$ cat src/rtl/drink_sequencer.sv
// Drink machine order controller: coin credit, table lookup, price check, actuator timing, change.
// Optional DRINK_STATS_EN adds a served_count output counting completed dispenses.
module drink_sequencer #(
  parameter int BASE_TIME      = 8,
  parameter int EXTRA_TIME     = 4,
  parameter int LOOKUP_TIMEOUT = 20,
  parameter int COLD_PRICE     = 2,
  parameter int HOT_PRICE      = 3,
  parameter int EXTRA_PRICE    = 1
) (
  input  logic        clk,
  input  logic        rst,
  input  logic        req_valid,
  input  logic [3:0]  req_code,
  output logic        req_ready,
  input  logic        coin_valid,
  input  logic [3:0]  coin_value,
  input  logic        cancel,
  output logic        lookup_en,
  output logic [3:0]  lookup_code,
  input  logic        lookup_done,
  output logic        pump_on,
  output logic        heater_on,
  output logic        ice_on,
  output logic        sugar_on,
  output logic [7:0]  credit,
  output logic        change_valid,
  output logic [7:0]  change_value,
  output logic        busy,
  output logic [1:0]  error_code,
`ifdef DRINK_STATS_EN
  output logic [15:0] served_count,
`endif
  output logic [2:0]  state_dbg
);

  typedef enum logic [2:0] {
    IDLE     = 3'd0,
    LOOKUP   = 3'd1,
    CHECK    = 3'd2,
    DISPENSE = 3'd3,
    EXTRA    = 3'd4,
    CHANGE   = 3'd5
  } state_t;

  localparam int MAXT_A = (BASE_TIME > EXTRA_TIME) ? BASE_TIME : EXTRA_TIME;
  localparam int MAXT   = (MAXT_A > LOOKUP_TIMEOUT) ? MAXT_A : LOOKUP_TIMEOUT;
  localparam int CW     = (MAXT > 1) ? $clog2(MAXT + 1) : 1;

  state_t        state, state_n;
  logic [3:0]    code, code_n;
  logic [CW-1:0] cnt, cnt_n;
  logic [7:0]    credit_n;
  logic [1:0]    err_n;
  logic [8:0]    coin_sum;
  logic [7:0]    coin_credit;
  logic [7:0]    price;

  assign state_dbg = state;

  // Handshake: a request transfers on a cycle where req_valid & req_ready are both high,
  // except that a cancel with nonzero credit in that cycle takes precedence and the
  // request is not taken (requester keeps req_valid asserted to retry).
  always_comb begin
    state_n     = state;
    code_n      = code;
    cnt_n       = cnt;
    credit_n    = credit;
    err_n       = error_code;
    coin_sum    = {1'b0, credit} + {5'b0, coin_value};
    coin_credit = coin_sum[8] ? 8'hFF : coin_sum[7:0];
    price       = (code[2] ? 8'(HOT_PRICE) : 8'(COLD_PRICE)) +
                  (code[3] ? 8'(EXTRA_PRICE) : 8'd0);
    case (state)
      IDLE: begin
        if (coin_valid) credit_n = coin_credit;
        if (cancel && credit != 8'd0) begin
          state_n = CHANGE;
        end else if (req_valid) begin
          code_n  = req_code;
          err_n   = 2'b00;
          cnt_n   = '0;
          state_n = LOOKUP;
        end
      end
      LOOKUP: begin
        if (coin_valid) credit_n = coin_credit;
        // done beats both cancel and the final timeout cycle
        if (lookup_done) begin
          state_n = CHECK;
        end else if (cancel) begin
          state_n = IDLE;
        end else if (cnt == CW'(LOOKUP_TIMEOUT - 1)) begin
          err_n   = 2'b10;
          state_n = IDLE;
        end else begin
          cnt_n = cnt + CW'(1);
        end
      end
      CHECK: begin
        if (credit >= price) begin
          credit_n = credit - price;
          cnt_n    = '0;
          state_n  = DISPENSE;
        end else begin
          err_n   = 2'b01;
          state_n = IDLE;
        end
      end
      DISPENSE: begin
        if (cnt == CW'(BASE_TIME - 1)) begin
          cnt_n   = '0;
          state_n = code[3] ? EXTRA : CHANGE;
        end else begin
          cnt_n = cnt + CW'(1);
        end
      end
      EXTRA: begin
        if (cnt == CW'(EXTRA_TIME - 1)) begin
          cnt_n   = '0;
          state_n = CHANGE;
        end else begin
          cnt_n = cnt + CW'(1);
        end
      end
      CHANGE: begin
        credit_n = 8'd0;
        state_n  = IDLE;
      end
      default: state_n = IDLE;
    endcase
  end

  // Outputs are decoded from the next state so they line up with the state register.
  always_ff @(posedge clk or posedge rst) begin
    if (rst) begin
      state        <= IDLE;
      code         <= 4'h0;
      cnt          <= '0;
      credit       <= 8'd0;
      error_code   <= 2'b00;
      req_ready    <= 1'b1;
      busy         <= 1'b0;
      lookup_en    <= 1'b0;
      lookup_code  <= 4'h0;
      pump_on      <= 1'b0;
      heater_on    <= 1'b0;
      ice_on       <= 1'b0;
      sugar_on     <= 1'b0;
      change_valid <= 1'b0;
      change_value <= 8'd0;
    end else begin
      state        <= state_n;
      code         <= code_n;
      cnt          <= cnt_n;
      credit       <= credit_n;
      error_code   <= err_n;
      req_ready    <= (state_n == IDLE);
      busy         <= (state_n != IDLE);
      lookup_en    <= (state_n == LOOKUP);
      lookup_code  <= (state_n == LOOKUP) ? code_n : 4'h0;
      pump_on      <= (state_n == DISPENSE);
      heater_on    <= (state_n == DISPENSE) && code_n[2];
      ice_on       <= (state_n == EXTRA) && !code_n[2];
      sugar_on     <= (state_n == EXTRA) && code_n[2];
      change_valid <= (state_n == CHANGE);
      change_value <= (state_n == CHANGE) ? credit_n : 8'd0;
    end
  end

`ifdef DRINK_STATS_EN
  // Only completed dispenses count; a cancel refund also enters CHANGE but from IDLE.
  always_ff @(posedge clk or posedge rst) begin
    if (rst) begin
      served_count <= 16'd0;
    end else if (state_n == CHANGE && (state == DISPENSE || state == EXTRA)) begin
      served_count <= served_count + 16'd1;
    end
  end
`endif

endmodule

$ cat config.mk
export PLATFORM = sky130hd
export DESIGN_NAME = drink_sequencer
export DESIGN_NICKNAME = d
export VERILOG_FILES = /design/src/rtl/drink_sequencer.sv
export SDC_FILE = /design/constraint.sdc
export NUM_CORES = 1
export LEC_CHECK = 0
export ABC_AREA = 1
export ABC_CLOCK_PERIOD_IN_PS = 2560
export CAP_MARGIN = 5
export CORE_ASPECT_RATIO = 1.75
export CORE_MARGIN = 3
export CORE_UTILIZATION = 43
export DETAILED_ROUTE_END_ITERATION = 12
export PLACE_DENSITY = 0.67
export RECOVER_POWER = 100
export SLEW_MARGIN = 20
export SYNTH_ARGS = -nofsm -noshare
export SYNTH_HDL_FRONTEND = slang
export SYNTH_SLANG_ARGS = --single-unit
$ cat constraint.sdc
create_clock -name clk -period 2.56 [get_ports clk]
set_input_delay 0.512 -clock clk [delete_from_list [all_inputs] [get_ports clk]]
set_output_delay 0.512 -clock clk [all_outputs]
set_load 0.1 [all_outputs]
==> flow_summary.json <==
{
  "status": "completed",
  "drcViolationCount": 0,
  "antenna_found_initial": 0,
  "syn_area_per_cell_um2": 7.63,
  "synth-edff-count": 0,
  "rsz0062_at_grt": "false",
  "drtAntennaViolNets": 0,
  "hp-class": "reg -> reg",
  "setup_viol": 0,
  "grt_pass1_vias": 2283,
  "clockRootBuffer": "clkbuf_8",
  "worstMarginPinSlew_ps": 1170,
  "design.core.area_mm2": 0.00539,
  "numClockSinks": 42,
  "synthXorXnorAreaFrac_pct": 1.42,
  "min_period_ps": 2350,
  "overflow": 0,
  "period_share_pct": 91.6,
  "rr_worst_depth": 12,
  "final_area_mm2": 0.00292,
  "initial_utilization_pct": 45.7,
  "port_buffers": 46,
  "synth_cell_types": 30,
  "ios": 47,
  "numCtsBuffers": 5,
  "clkLatencyLatePin_ps": 290,
  "synthArstFlopShare_pct": 100,
  "die_area_mm2": 0.00671,
  "antenna_cells": 0,
  "fill_cells": 579,
  "cp-start-kind": "register",
  "grt_max_degree": 43,
  "netlist_area_mm2": 0.00246,
  "synth_warnings": 0,
  "htreeDepth": 2,
  "fin_skew_ps": 10.0,
  "crit_required_ps": 2750,
  "seq_area_frac_synth_pct": 42.7,
  "fin_nets": 402,
  "fin_setup_tns_ps": 0,
  "vias": 2221,
  "track_usage_pct": 18.4,
  "hold_depth": 2,
  "layout_common_cells": "nand2_1 (92), inv_1 (49), dfrtp_1 (39)",
  "cts_tree": "built",
  "gp_congestion": 0.906,
  "max_slew_margin_pct": 22.1,
  "hold_viol_final": 0,
  "dr.pass1.iters": 5,
  "cap_violations": 0,
  "via_per_inst": 4.91,
  "yosys.area_share.simple_pct": 34.0,
  "yosys_register_bits": 42,
  "synthToLayoutAreaGrowth_pct": 18.4,
  "synth_flop_cell": "dfrtp_1",
  "cp_max_fo": 6,
  "die_height_um": 106,
  "synth_mux_area_share_pct": 0.406,
  "drt_iter0_drc": 72,
  "dpl.hpwl_um": 4510,
  "wl_per_cell_um": 12.5,
  "clkTransAtPathRegs_ps": 80,
  "crit_type": "reg -> reg",
  "placed_area_mm2": 0.00294,
  "netlist_instances": 323,
  "drt_wl_total_um": 5640,
  "fmax_mhz": 426,
  "grt_pass1_wl_um": 9840,
  "rows": 35,
  "endpoint_kind": "register",
  "synth_compound_area_share_pct": 5.99,
  "final_layout_size_suffix_gt1_share_pct": 9.79,
  "syn_nets": 348,
  "clock_tree.buffer_depth": 2,
  "synthAdderAreaFrac_pct": 6.20,
  "final_common_cell": "nand2_1",
  "arrival_ps": 2530,
  "die_w_um": 63.2,
  "synth_top_family_by_area": "simple AND/OR/NAND/NOR gates",
  "drv_slew": 0
}
-- layer usage --
| layer | vias to the layer above | global-route usage, % | share of wire (%) |
|---|---|---|---|
| li1 | 1115 | - | - |
| met1 | 1044 | 17.1 | 35 |
| met2 | 53 | 37.8 | 59 |
| met3 | 9 | 2.96 | 3.4 |
| met4 | 0 | 7.73 | 2.3 |
| met5 | - | 0 | 0 |
-- final timing paths --
kind	slack (ps)	to	start
worst max-delay path	210	change_value[1]	code[2]
worst min-delay path	500	error_code[1]	error_code[1]
worst max register to register	210	change_value[1]	code[2]
worst min register to register	500	error_code[1]	error_code[1]
max in group asynchronous	900	credit[0]	rst
min in group asynchronous	980	change_value[3]	rst
-- final cells by class --
type,instances,area [um^2],area share (%)
Timing Repair Buffer,48,264,9.05
Tap cell,74,92.6,3.17
Inverter,58,218,7.46
Clock buffer,5,68.8,2.36
Sequential cell,42,1050,36.2
Multi-Input combinational cell,222,1170,40.2
Clock inverter,3,45.0,1.54
-- cell families (layout without fill, tap and decap cells) --
| logic type | after synthesis | in the layout |
|---|---|---|
| xor gates and xnor gates | 4 | 4 |
| AOI/OAI and AO/OA | 27 | 27 |
| muxes | 1 | 1 |
| DFF | 42 | 42 |
| buffers and inverters | 59 | 114 |
| and+or+nand+nor | 179 | 179 |
| adders and majority gates | 11 | 11 |
-- critical path, cell delays in order, from the launching register on --
cell      delay (ps)
dfrtp_1          380
ha_1             300
ha_1             210
fa_2             360
nor2_2           160
nor2_2            80
nand3_4          120
inv_1             50
nand2_1          140
nand2_1          120
nand2_1           80
o211ai_1         100
nor2b_1          150
-- per-stage QoR --
stage	std cells	setup slack, ps	hold WS [ps]	utilization, %
2_1_floorplan	323	234	478	-
6_report	452	214	496	54.1
5_1_grt	452	5.51	526	54.1
3_3_place_gp	444	69.5	480	54.6
3_5_place_dp	444	36.3	484	54.6
4_1_cts	452	134	505	56.7
-- synth_stat cells (5+ instances only) --
| master | n | area share [%] |
|---|---|---|
| nor2_1 | 32 | 4.9 |
| a21oi_1 | 5 | 1.0 |
| nand3_2 | 5 | 2.0 |
| dfrtp_1 | 41 | 42 |
| nor2_2 | 5 | 1.3 |
| nand2_1 | 92 | 14 |
| ha_1 | 9 | 4.6 |
| inv_2 | 11 | 1.7 |
| nand4_1 | 6 | 1.5 |
| o21ai_0 | 14 | 2.8 |
| nand3_1 | 25 | 5.1 |
| inv_1 | 47 | 7.2 |
-- sequential cells by signal (all words and copies together), names as in the netlist --
name / count
change_value: 8
credit: 8
cnt: 5
code: 4
lookup_code: 4
state_dbg: 3
error_code: 2
busy: 1
change_valid: 1
heater_on: 1
ice_on: 1
lookup_en: 1
pump_on: 1
req_ready: 1
sugar_on: 1
-- repair_timing --
item	4_1_cts	5_1_grt
setup buffers	0	0
endpoints found under the setup margin	0	10
hold buffers	0	0
gates resized for setup	0	2
Power is not shown: default switching activity piles up to over one toggle a cycle in this logic, so the estimate is an artifact.
